**src/rtl/mac_vector_feeder.sv**
```systemverilog
// Initiator side of a MAC dot-product link: holds operand vectors, streams them
// one element per cycle into the MAC, then waits for and captures the result.
//
// state  | meaning
// IDLE   | register file writable; waiting for start
// STREAM | one operand pair driven to the MAC per cycle
// WAIT   | vector sent; waiting for MAC result or timeout
// DONE   | done pulse cycle; forces one idle MAC cycle between vectors
module mac_vector_feeder #(
   parameter int VEC_LEN = 8,
   parameter int DATA_W  = 8,
   parameter int ACC_W   = 32,
   parameter int TIMEOUT = 64
) (
   input  logic                       clk_i,
   input  logic                       rst_i,
   input  logic                       wr_en_i,
   input  logic [$clog2(VEC_LEN)-1:0] wr_addr_i,
   input  logic [DATA_W-1:0]          wr_input_i,
   input  logic [DATA_W-1:0]          wr_weight_i,
   input  logic [$clog2(VEC_LEN):0]   len_i,
   input  logic                       start_i,
   output logic                       busy_o,
   output logic                       done_o,
   output logic                       error_o,
   output logic [ACC_W-1:0]           result_o,
   output logic                       dsp_enable_o,
   output logic                       dsp_valid_o,
   output logic [DATA_W-1:0]          dsp_input_o,
   output logic [DATA_W-1:0]          dsp_weight_o,
   input  logic                       dsp_valid_i,
   input  logic [ACC_W-1:0]           dsp_output_i
);

   localparam int AW = $clog2(VEC_LEN);
   localparam int LW = AW + 1;
   localparam int TW = $clog2(TIMEOUT);

   typedef enum logic [1:0] {IDLE, STREAM, WAIT, DONE} state_t;

   state_t            state;
   logic [AW-1:0]     idx;
   logic [LW-1:0]     len_q;
   logic [TW-1:0]     timer;

   logic [DATA_W-1:0] mem_in [VEC_LEN];
   logic [DATA_W-1:0] mem_wt [VEC_LEN];

   logic [LW-1:0]     len_clamp;
   logic [LW-1:0]     len_last;
   logic [AW-1:0]     idx_nxt;
   logic              last_now;
   logic              wr_hit0;
   logic [DATA_W-1:0] first_in;
   logic [DATA_W-1:0] first_wt;

   always_comb begin
      len_clamp = (len_i > LW'(VEC_LEN)) ? LW'(VEC_LEN) : len_i;
      len_last  = len_q - LW'(1);
      idx_nxt   = idx + AW'(1);
      last_now  = ({1'b0, idx} == len_last);
      // element 0 is read in the start cycle, so bypass a same-cycle write to it
      wr_hit0   = wr_en_i && (wr_addr_i == '0);
      first_in  = wr_hit0 ? wr_input_i  : mem_in[0];
      first_wt  = wr_hit0 ? wr_weight_i : mem_wt[0];
   end

   always_ff @(posedge clk_i) begin
      if (wr_en_i && (state == IDLE)) begin
         mem_in[wr_addr_i] <= wr_input_i;
         mem_wt[wr_addr_i] <= wr_weight_i;
      end
   end

   always_ff @(posedge clk_i) begin
      if (rst_i) begin
         state        <= IDLE;
         idx          <= '0;
         len_q        <= '0;
         timer        <= '0;
         busy_o       <= 1'b0;
         done_o       <= 1'b0;
         error_o      <= 1'b0;
         result_o     <= '0;
         dsp_enable_o <= 1'b0;
         dsp_valid_o  <= 1'b0;
         dsp_input_o  <= '0;
         dsp_weight_o <= '0;
      end else begin
         done_o       <= 1'b0;
         error_o      <= 1'b0;
         dsp_enable_o <= 1'b0;
         dsp_valid_o  <= 1'b0;
         dsp_input_o  <= '0;
         dsp_weight_o <= '0;
         case (state)
            IDLE: begin
               if (start_i) begin
                  if (len_i == '0) begin
                     done_o   <= 1'b1;
                     result_o <= '0;
                  end else begin
                     len_q        <= len_clamp;
                     idx          <= '0;
                     busy_o       <= 1'b1;
                     dsp_enable_o <= 1'b1;
                     dsp_valid_o  <= (len_clamp == LW'(1));
                     dsp_input_o  <= first_in;
                     dsp_weight_o <= first_wt;
                     state        <= STREAM;
                  end
               end
            end
            STREAM: begin
               if (last_now) begin
                  timer <= '0;
                  state <= WAIT;
               end else begin
                  idx          <= idx_nxt;
                  dsp_enable_o <= 1'b1;
                  dsp_valid_o  <= ({1'b0, idx_nxt} == len_last);
                  dsp_input_o  <= mem_in[idx_nxt];
                  dsp_weight_o <= mem_wt[idx_nxt];
               end
            end
            WAIT: begin
               if (dsp_valid_i) begin
                  result_o <= dsp_output_i;
                  done_o   <= 1'b1;
                  busy_o   <= 1'b0;
                  state    <= DONE;
               end else if (timer == TW'(TIMEOUT - 1)) begin
                  error_o <= 1'b1;
                  busy_o  <= 1'b0;
                  state   <= IDLE;
               end else begin
                  timer <= timer + TW'(1);
               end
            end
            DONE:    state <= IDLE;
            default: state <= IDLE;
         endcase
      end
   end

endmodule
```
**config.mk**
```make
export PLATFORM = sky130hd
export DESIGN_NAME = mac_vector_feeder
export DESIGN_NICKNAME = d
export VERILOG_FILES = /design/src/rtl/mac_vector_feeder.sv
export SDC_FILE = /design/constraint.sdc
export NUM_CORES = 1
export LEC_CHECK = 0
export ABC_AREA = 1
export BUFFER_PORTS_ARGS = -buffer_cell sky130_fd_sc_hd__buf_4
export CORE_MARGIN = 10
export CORE_UTILIZATION = 55
export CTS_BUF_LIST = sky130_fd_sc_hd__clkbuf_16
export CTS_CLUSTER_SIZE = 10
export DETAILED_ROUTE_END_ITERATION = 16
export PLACE_DENSITY = 0.73
export SLEW_MARGIN = 15
export SYNTH_ARGS = -nofsm -noshare
export SYNTH_HDL_FRONTEND = slang
export SYNTH_SLANG_ARGS = --single-unit
```
**constraint.sdc**
```tcl
create_clock -name clk_i -period 2.7 [get_ports clk_i]
set_input_delay 0.27 -clock clk_i [delete_from_list [all_inputs] [get_ports clk_i]]
set_output_delay 0.27 -clock clk_i [all_outputs]
set_load 0.02 [all_outputs]
```
==> results of run 1 <==
## flip-flops by register name, indices dropped and copies added (netlist names)
name and flops:
timer 6, done_o 1, len_q 4, dsp_valid_o 1, mem_wt 64, error_o 1, state 2, dsp_weight_o 8
mem_in 64, busy_o 1, dsp_enable_o 1, idx 3, result_o 32, dsp_input_o 8
## report_power, final
group          switching, uW  internal [uW]
logic                    857            442
registers               60.1           3330
clock network           1030           1520
total                   1950           5290
## final timing paths
check	start	to	depth (start not counted)
max	len_q[0]	dsp_weight_o[7]	12
min	dsp_output_i[25]	result_o[25]	3
max reg2reg	len_q[0]	dsp_weight_o[7]	12
min reg2reg	busy_o	busy_o	2
## kinds of logic (layout without fill, tap and decap cells)
logic type / after synthesis / after routing / share of synthesized area (%)
and+or+nand+nor: 496 / 496 / 25.2
xor gates and xnor gates: 3 / 3 / 0.413
adders and majority gates: 3 / 3 / 0.459
AOI/OAI and AO/OA: 97 / 97 / 6.15
DFF: 196 / 196 / 63.7
buffers and inverters: 75 / 194 / 4.09
## cell type report
cell class / instances / area, um^2 / area share, %
Multi-Input combinational cell: 599 / 2630 / 26.9
Clock inverter: 15 / 173 / 1.77
Clock buffer: 17 / 425 / 4.35
Tap cell: 184 / 230 / 2.36
Inverter: 29 / 109 / 1.11
Sequential cell: 196 / 5210 / 53.3
Timing Repair Buffer: 133 / 998 / 10.2
## synthesized netlist by cell type, types with 3 or more instances
cell type,number
edfxtp_1,128
nor2_1,114
o21ai_1,32
a21oi_1,59
nor2_2,5
nand3_1,92
dfxtp_1,68
inv_1,19
buf_4,3
buf_1,3
buf_2,27
nand2_1,270
clkbuf_1,12
inv_2,10
ha_1,3
## layer usage
layer | wire, um | vias to the layer above
li1 | - | 3116
met1 | 8570 | 2961
met3 | 1350 | 30
met4 | 372 | 0
met5 | 0 | -
met2 | 9850 | 203
## tightest hold or removal path, cell delays in order
cell and delay, ns:
buf_4 0.07, a21oi_1 0.05, nor2_1 0.08
## metrics by stage
| step | power [uW] | hold WS, ns | setup slack, ns |
|---|---|---|---|
| floorplan | 4290 | 0.369 | 0.768 |
| global placement | 4720 | 0.473 | 0.527 |
| detailed placement | 4740 | 0.467 | 0.492 |
| CTS | 7280 | 0.0714 | 0.447 |
| global route | 7550 | 0.0796 | 0.260 |
| finish | 7240 | 0.0825 | 0.401 |
==> reports/results.tsv, run 1 <==
stage	metric	value	unit
drt	initialDrtViolationCount	524	
layout	post-route-util	67.3	%
clocking	cts_buffers	17	
power_and_ir_drop	p_per_area	741	mW/mm^2
layout	syn_to_final_growth	19.6	%
worst_setup_path	critPathKind	reg -> reg	
floorplanning	die_x	142	um
global_routing	grt_max_degree	67	
clocking	cts_tree	done	
sta	relSlewSlack	46.9	%
drt	num_vias	6310	
drt	vias_per_cell	5.38	
layout	final_common_cell	nand2_1	
floorplanning	io_pins	113	
floorplanning	rows	44	
logic_synthesis	syn_avg_cell_area	9.39	um^2
worst_setup_path	cp.buffers_inverters	3	
layout	fin_cells	1173	
layout	drive_gt1_share	18.5	%
run_status	outcome	finished, final reports clean	
clocking	ctsResizeCount	0	
layout	fill_cells	1149	
drt	ant_nets	0	
clocking	max-clock-path-buffers	2	
logic_synthesis	syn_area	0.00817	mm^2
global_routing	overflow	0	
global_routing	grt_pass1_wl	31800	um
global_routing	grt_use_met2	32.3	%
power_and_ir_drop	p_leak	0.00414	uW
placement	dp_hpwl	12200	um
global_routing	grt_pass1_vias	6079	
placement	gp_congestion	0.826	
layout	layout_common_cells	nand2_1, buf_4, edfxtp_1, nor2_1, nand3_1	
sta	period_share	85.1	%
logic_synthesis	synth_nets	933	
worst_setup_path	path_cells	inv_2, ha_1, inv_1, nand2_1, nand2_1, nor2_1, nand3_1, nand2_1, buf_4, nor2_1, nor2_1, nor2_1	
worst_setup_path	crit_path_frequent_cell	nor2_1	
worst_setup_path	start_kind	flip-flop	
layout	stdcell_area	0.00978	mm^2
clocking	cts.reportedPaths.clkPinSlew	0.06	ns
floorplanning	dieArea	0.0201	mm^2
worst_setup_path	cp.arrival	2.60	ns
logic_synthesis	synth_edf_count	128	
logic_synthesis	synth.area.top_cells	edfxtp_1, dfxtp_1, nand2_1, nand3_1, nor2_1	
clocking	htreeDepth	4	
worst_setup_path	cpPeakStageDelay	0.47	ns
logic_synthesis	synth_cells	870	
logic_synthesis	ys_ff_latch	196	
worst_setup_path	crit_family	simple AND/OR/NAND/NOR gates	
logic_synthesis	ys_seq_area_share	63.7	%
floorplanning	coreArea	0.0145	mm^2
worst_hold_path	hp-class	in -> reg	
worst_setup_path	cpMaxStageDelayCell	nand2_1	
power_and_ir_drop	peakVddDrop	486	uV
global_routing	antenna_found_initial	0	
clocking	post_cts_buffers	0	
clocking	clock-sinks	196	
sta	min_period	2.30	ns
layout	n_antenna_cell	0	
drt	route.detailed.drc	0	
logic_synthesis	ys.warnings.count	0	
clocking	worstSkewPairLatency	0.42	ns
clocking	root_buffer	clkbuf_16	
sta	setup_viol	0	
worst_setup_path	end_kind	flip-flop	
logic_synthesis	synth_cell_types	32	
sta	finClkSkew	0.00688	ns
logic_synthesis	async_flop_share	0	%
global_routing	grtUsageMet1	25.6	%
worst_setup_path	crit_path_max_fanout	11	
floorplanning	die_h	142	um
logic_synthesis	synth_top_cell_area_share	47.0	%
floorplanning	start_util	56.2	%
global_routing	groute.usage.overall	19.9	%
drt	wl_per_cell	17.2	um
global_routing	met3_usage	4.67	%
drt	dr.pass1.iters	6	
placement	portBuffers	112	
placement	place_inst	1141	
drt	wirelength	20100	um
clocking	ctsHoldBuffers	0	
job	cap_violations	0	
sta	finalMaxSlewViolations	0	
sta	setup_tns	0	ns
sta	tightest_slew	0.795	ns
sta	hold_viol	0	
global_routing	grt.busiest_layer	met2	
worst_setup_path	crit_required	3.00	ns
sta	rsz0062_at_grt	false	
layout	layout.nets	1039	
sta	max_freq	435	MHz
worst_setup_path	regToRegSetupSlack	0.40	ns
placement	place_area	0.00918	mm^2
logic_synthesis	ys.flop_type	edfxtp_1	
logic_synthesis	yosys.area.top_type	edfxtp_1	
Power figures use the tool's default switching activity.
==> run 2: changes to the inputs <==
--- a/config.mk
+++ b/config.mk
@@ -7,6 +7,7 @@
 export LEC_CHECK = 0
 export ABC_AREA = 1
 export BUFFER_PORTS_ARGS = -buffer_cell sky130_fd_sc_hd__buf_4
+export CORE_ASPECT_RATIO = 0.7
 export CORE_MARGIN = 10
 export CORE_UTILIZATION = 55
 export CTS_BUF_LIST = sky130_fd_sc_hd__clkbuf_16
==> run 2 against run 1 <==
Non-clock buffer count increased by 8. Cell area rose by 0.32%. Clock skew shrank 0.0013 ns. Die area is 0.39% higher. Maximum frequency rose by 2.0%. Critical endpoint is now result_o[29].
==> reports/results.tsv, run 2 (synthesis results as in run 1) <==
stage	metric	value	unit	change
run_status	outcome	finished, final reports clean		
global_routing	grt_max_degree	53		-21%
layout	top_regs	mem_in x64, mem_wt x64, result_o x32		
drt	wl_met2	9200	um	-6.6%
floorplanning	coreArea	0.0146	mm^2	+0.65%
power_and_ir_drop	p_per_area	717	mW/mm^2	-3.2%
sta	rsz0062_at_grt	false		
clocking	cts_buffers	17		unchanged
sta	worst_slack	0.446	ns	+0.0447 ns
global_routing	overflow	0		unchanged
power_and_ir_drop	p_leak	0.00418	uW	+0.95%
clocking	htreeDepth	4		unchanged
drt	top_layer	met4		
placement	dp_hpwl	13200	um	+8.4%
layout	layout_common_cells	nand2_1, buf_4, edfxtp_1, nor2_1, nand3_1		
worst_setup_path	start_kind	flip-flop		
floorplanning	dieArea	0.0202	mm^2	+0.39%
layout	n_antenna_cell	0		unchanged
layout	drive_gt1_share	19.4	%	+0.85 points
worst_setup_path	crit_required	3.03	ns	+0.03 ns
worst_setup_path	end_kind	flip-flop		
job	cap_violations	0		unchanged
global_routing	antenna_found_initial	0		unchanged
drt	vias_per_cell	5.29		-1.7%
sta	relSlewSlack	48.3	%	+1.5 points
sta	period_share	83.5	%	-1.7 points
placement	portBuffers	112		unchanged
drt	wl_met3	1250	um	-7.3%
layout	final_common_cell	nand2_1		
drt	wl_per_cell	17.1	um	-0.56%
clocking	worstSkewPairLatency	0.44	ns	+0.02 ns
global_routing	grt_pass1_vias	6123		+0.72%
drt	initialDrtViolationCount	605		+15%
drt	wl_met1	9410	um	+9.8%
sta	hold_viol	0		unchanged
clocking	cts_tree	done		
clocking	post_cts_buffers	0		unchanged
floorplanning	die_h	122	um	-14%
clocking	root_buffer	clkbuf_16		
clocking	ctsHoldBuffers	0		unchanged
layout	syn_to_final_growth	20.0	%	
floorplanning	die_x	166	um	+17%
floorplanning	io_pins	113		unchanged
worst_setup_path	cp.arrival	2.58	ns	-0.02 ns
clocking	max-clock-path-buffers	2		unchanged
drt	dr.pass1.iters	4		-2
floorplanning	start_util	55.9	%	-0.37 points
sta	finalMaxSlewViolations	0		unchanged
worst_setup_path	crit_path_max_fanout	33		+22
power_and_ir_drop	peakVddDrop	402	uV	-17%
drt	num_vias	6300		-0.16%
global_routing	grt_pass1_wl	32400	um	+1.9%
sta	max_freq	444	MHz	+2.0%
global_routing	groute.usage.overall	19.9	%	-0.063 points
floorplanning	rows	37		-16%
sta	setup_tns	0	ns	unchanged
sta	finClkSkew	0.00560	ns	-0.00128 ns
placement	gp_congestion	0.805		-2.6%
layout	post-route-util	67.0	%	-0.22 points
placement	pre_cts_ws	0.471	ns	-0.0215 ns
sta	tightest_slew	0.773	ns	-0.0219 ns
clocking	cts.reportedPaths.clkPinSlew	0.07	ns	about the same
layout	layout.nets	1047		+0.77%
sta	min_period	2.25	ns	-0.0447 ns
drt	ant_nets	0		unchanged
drt	route.detailed.drc	0		unchanged
clocking	ctsResizeCount	0		unchanged
drt	wirelength	20400	um	+1.0%
clocking	clock-sinks	196		unchanged
sta	setup_viol	0		unchanged
worst_setup_path	critPathKind	reg -> reg		
worst_hold_path	hp-class	in -> reg		
-- run 2: cell types whose count changed in the layout (fill, tap and decap cells not counted), sizes merged --
| cell | before | now |
|---|---|---|
| buf | 133 | 141 |
| inv | 32 | 38 |
| bufinv | 4 | 0 |
| clkinv | 7 | 4 |
| clkbuf | 17 | 19 |
| clkinvlp | 1 | 0 |
-- run 2: final timing paths --
| path | startpoint | endpoint | slack (ns) | cells past startpoint |
|---|---|---|---|---|
| worst max-delay path | state[0] | result_o[29] | 0.45 | 7 |
| worst min-delay path | dsp_output_i[6] | result_o[6] | 0.07 | 3 |
| worst max register to register | state[0] | result_o[29] | 0.45 | 7 |
| worst min register to register | busy_o | busy_o | 0.49 | 2 |
-- run 2: power breakdown --
group          internal (uW)  switching (uW)
combinational            454             858
sequential              3330            60.8
clock                   1270            1060
total                   5050            1980
-- run 2: worst max-delay path, stage by stage, from the launching register on --
cell and delay [ns]:
dfxtp_1 0.46, nor2_2 0.15, nand2_1 0.10, nor2_2 0.05
nor2_4 0.59, inv_2 0.47, o21ai_1 0.27, nor2_1 0.05
-- run 2: layout make-up --
cell class                      instances  area (um^2)
Timing Repair Buffer                  141         1070
Fill cell                            1182         4820
Clock buffer                           19          475
Multi-Input combinational cell        599         2630
Clock inverter                         13         67.6
Tap cell                              195          244
Inverter                               29          109
Sequential cell                       196         5210
-- run 2: metal layers --
layer	vias to the layer above	GRT usage, %
met3	37	4.25
met2	199	30.3
met4	0	9.44
met1	2930	26.8
met5	-	0
li1	3134	-
-- run 2: per-stage QoR --
| stage | cell area [um^2] | hold WS, ns | std cells | power, uW |
|---|---|---|---|---|
| 6_report | 9810 | 0.0692 | 1192 | 7030 |
| 2_1_floorplan | 8170 | 0.369 | 870 | 4290 |
| 3_5_place_dp | 9260 | 0.478 | 1160 | 4750 |
| 3_3_place_gp | 9260 | 0.453 | 1160 | 4740 |
| 5_1_grt | 9810 | 0.0673 | 1192 | 7350 |
| 4_1_cts | 9810 | 0.0579 | 1192 | 7060 |
==> run 3: changes to the inputs <==
--- a/config.mk
+++ b/config.mk
@@ -5,15 +5,15 @@
 export SDC_FILE = /design/constraint.sdc
 export NUM_CORES = 1
 export LEC_CHECK = 0
-export ABC_AREA = 1
+export ABC_AREA = 0
 export BUFFER_PORTS_ARGS = -buffer_cell sky130_fd_sc_hd__buf_4
 export CORE_ASPECT_RATIO = 0.7
 export CORE_MARGIN = 10
-export CORE_UTILIZATION = 55
+export CORE_UTILIZATION = 51
 export CTS_BUF_LIST = sky130_fd_sc_hd__clkbuf_16
 export CTS_CLUSTER_SIZE = 10
 export DETAILED_ROUTE_END_ITERATION = 16
-export PLACE_DENSITY = 0.73
+export PLACE_DENSITY = 0.71
 export SLEW_MARGIN = 15
 export SYNTH_ARGS = -nofsm -noshare
 export SYNTH_HDL_FRONTEND = slang
==> constraint.sdc (replaced) <==
create_clock -name clk_i -period 1.9 [get_ports clk_i]
set_input_delay 0.19 -clock clk_i [delete_from_list [all_inputs] [get_ports clk_i]]
set_output_delay 0.19 -clock clk_i [all_outputs]
set_load 0.02 [all_outputs]
==> run 3 against run 2 <==
The flow now finishes with violations (setup timing). Cell area rose by 2.0%. Clock skew grew 0.0032 ns. Combinational power shrank 9.9%. Die area increased by 2.4%. Critical endpoint is now dsp_weight_o[3]. Hold slack got worse by 0.035 ns. Routed wire length is 7.4% lower. Setup slack got worse by 0.48 ns. Via count decreased by 18%. Area after synthesis down 4.7%. Critical path depth up 1.
==> reports/results.tsv, run 3 <==
stage	metric	value	unit	change
placement	portBuffers	112		unchanged
placement	gp_congestion	0.825		+2.5%
global_routing	overflow	0		unchanged
floorplanning	die_x	168	um	+1.2%
clocking	worstSkewPairLatency	0.43	ns	about the same
power_and_ir_drop	p_leak	0.00346	uW	-17%
clocking	max-clock-path-buffers	2		unchanged
drt	initialDrtViolationCount	412		-32%
worst_setup_path	critPathKind	reg -> reg		
logic_synthesis	syn_avg_cell_area	14.5	um^2	+54%
layout	final_common_cell	buf_4		
worst_setup_path	reg2reg_depth	8		+1
worst_setup_path	crit_end	dsp_weight_o[3]		
floorplanning	dieArea	0.0207	mm^2	+2.4%
sta	rsz0062_at_grt	true		
logic_synthesis	ys_seq_area_share	66.8	%	+3.1 points
power_and_ir_drop	peakVddDrop	641	uV	+60%
sta	tightest_slew	0.356	ns	-0.417 ns
worst_setup_path	r2r_end	dsp_weight_o[3]		
sta	relSlewSlack	76.2	%	+28 points
global_routing	antenna_found_initial	0		unchanged
logic_synthesis	synth_edf_count	128		unchanged
global_routing	grt_max_degree	36		-32%
worst_setup_path	crit_required	2.21	ns	-0.82 ns
layout	layout.nets	749		-28%
logic_synthesis	ys_top_cells_by_count	edfxtp_1, dfxtp_1, nand2_1		
floorplanning	coreArea	0.0148	mm^2	+1.3%
clocking	clock-sinks	196		unchanged
power_and_ir_drop	p_per_area	938	mW/mm^2	+31%
global_routing	grt_pass1_wl	29200	um	-9.9%
logic_synthesis	synth.area.top_cells	edfxtp_1, dfxtp_1, mux4_2, mux2i_1, a21oi_1		
logic_synthesis	yosys.area.top_type	edfxtp_1		
sta	hold_viol	0		unchanged
clocking	root_buffer	clkbuf_16		
run_status	failed_checks	setup timing		
sta	finClkSkew	0.00878	ns	+0.00318 ns
clocking	htreeDepth	4		unchanged
worst_setup_path	regToRegStartpoint	len_q[0]		
logic_synthesis	syn_area	0.00779	mm^2	-4.7%
layout	syn_to_final_growth	28.4	%	
clocking	cts_tree	done		
worst_setup_path	end_kind	flip-flop		
worst_setup_path	cp.arrival	2.24	ns	-0.34 ns
drt	dr.pass1.iters	7		+3
logic_synthesis	synth_nets	601		-36%
drt	ant_nets	0		unchanged
floorplanning	io_pins	113		unchanged
drt	wl_per_cell	21.1	um	+23%
sta	setup_viol	18		+18
sta	period_share	102	%	+18 points
sta	worst_slack	-0.0298	ns	-0.476 ns
run_status	outcome	finished, violations left		
worst_hold_path	min_from	wr_input_i[2]		
logic_synthesis	ys.flop_type	edfxtp_1		
layout	layout_common_cells	buf_4, edfxtp_1, dfxtp_1, nand2_1, a21oi_1		
layout	n_antenna_cell	0		unchanged
sta	min_period	1.93	ns	-0.324 ns
drt	num_vias	5149		-18%
floorplanning	start_util	52.6	%	-3.3 points
sta	finalMaxSlewViolations	0		unchanged
placement	dp_hpwl	12200	um	-7.3%
drt	wirelength	18800	um	-7.4%
floorplanning	rows	37		unchanged
layout	post-route-util	67.5	%	+0.50 points
worst_setup_path	start_kind	flip-flop		
clocking	cts.reportedPaths.clkPinSlew	0.07	ns	about the same
floorplanning	die_h	123	um	+1.2%
global_routing	groute.usage.overall	18.0	%	-1.9 points
logic_synthesis	async_flop_share	0	%	unchanged
worst_setup_path	crit_path_max_fanout	10		-70%
sta	setup_tns	-0.187	ns	-0.187 ns
worst_setup_path	regToRegSetupSlack	-0.03	ns	-0.48 ns
layout	drive_gt1_share	35.1	%	+16 points
worst_hold_path	hp-class	in -> reg		
logic_synthesis	yosysMostFrequentCell	edfxtp_1		
sta	max_freq	518	MHz	+17%
placement	pre_cts_ws	-0.119	ns	-0.590 ns
logic_synthesis	ys.warnings.count	0		unchanged
drt	vias_per_cell	5.76		+9.0%
logic_synthesis	ys_ff_latch	196		unchanged
layout	top_regs	mem_in x64, mem_wt x64, result_o x32		
logic_synthesis	synth_cells	538		-38%
logic_synthesis	synth_top_cell_area_share	49.3	%	+2.3 points
clocking	cts_buffers	17		unchanged
logic_synthesis	synth_cell_types	44		+38%
worst_setup_path	startpoint	len_q[0]		
job	cap_violations	0		unchanged
global_routing	grt_pass1_vias	5415		-12%
drt	route.detailed.drc	0		unchanged
[run 3: layout make-up]
type | instances | area [um^2]
flip-flops and latches | 196 | 5210
fillers | 1035 | 4810
multi-input cells | 299 | 2520
repair buffers | 166 | 1430
clock buffers | 17 | 425
well taps | 195 | 244
clock inverters | 15 | 156
inverters | 6 | 22.5
[run 3: cells by family (layout without fill, tap and decap cells)]
| logic type | Yosys count | in the layout | share of synthesized area (%) |
|---|---|---|---|
| DFF | 196 | 196 | 66.8 |
| and+or+nand+nor | 140 | 140 | 9.41 |
| AOI/OAI and AO/OA | 84 | 84 | 6.41 |
| muxes | 65 | 65 | 13.5 |
| buffers and inverters | 43 | 204 | 2.38 |
| xor gates and xnor gates | 7 | 7 | 1.03 |
| adders and majority gates | 3 | 3 | 0.482 |
[run 3: report_power, final]
group | total (uW) | switching (uW) | internal, uW | leakage [uW]
sequential | 4690 | 44.8 | 4650 | 0.00171
combinational | 1180 | 598 | 587 | 0.00147
clock | 3500 | 1560 | 1950 | 0.000279
total | 9380 | 2200 | 7180 | 0.00346
[run 3: worst max-delay path, stage by stage (launching register included)]
cell     delay (ns)
dfxtp_2        0.35
inv_2          0.04
ha_4           0.16
xor2_2         0.15
or4_4          0.47
a31oi_4        0.22
or2_4          0.19
buf_8          0.14
o22ai_1        0.09
[run 3: stage by stage]
| step | std cells | hold WS, ns | cell area (um^2) | total power [uW] |
|---|---|---|---|---|
| after floorplan | 538 | 0.289 | 7820 | 5430 |
| after global placement | 845 | 0.430 | 9150 | 5870 |
| after detailed placement | 845 | 0.436 | 9150 | 5900 |
| after CTS | 892 | 0.000222 | 9930 | 9440 |
| after global routing | 894 | 0.0191 | 10000 | 9720 |
| final | 894 | 0.0347 | 10000 | 9380 |
[run 3: per-layer routing]
| metal | track usage [%] | share of wire (%) | up-vias | wire, um |
|---|---|---|---|---|
| met5 | 0 | 0 | - | 0 |
| met4 | 4.83 | 1.1 | 0 | 200 |
| met3 | 4.98 | 5.8 | 18 | 1090 |
| met2 | 30.3 | 51 | 173 | 9550 |
| met1 | 22.7 | 42 | 2574 | 8000 |
| li1 | - | - | 2384 | - |
[run 3: how the worst min path moves through the flow]
stage | depth (start not counted) | end
2_1_floorplan | 0 | mem_in[0][0]
3_3_place_gp | 1 | mem_wt[7][5]
3_5_place_dp | 1 | mem_wt[6][0]
4_1_cts | 1 | mem_wt[6][3]
5_1_grt | 1 | mem_in[0][2]
6_report | 1 | mem_in[0][2]
[run 3: repair_timing]
action / in CTS / in global routing
endpoints found under the setup margin: 21 / 24
setup buffers: 1 / 1
gates resized for setup: 11 / 14
endpoints found under the hold margin: 95 / 5
hold buffers: 14 / 1
pin swaps: 2 / 4
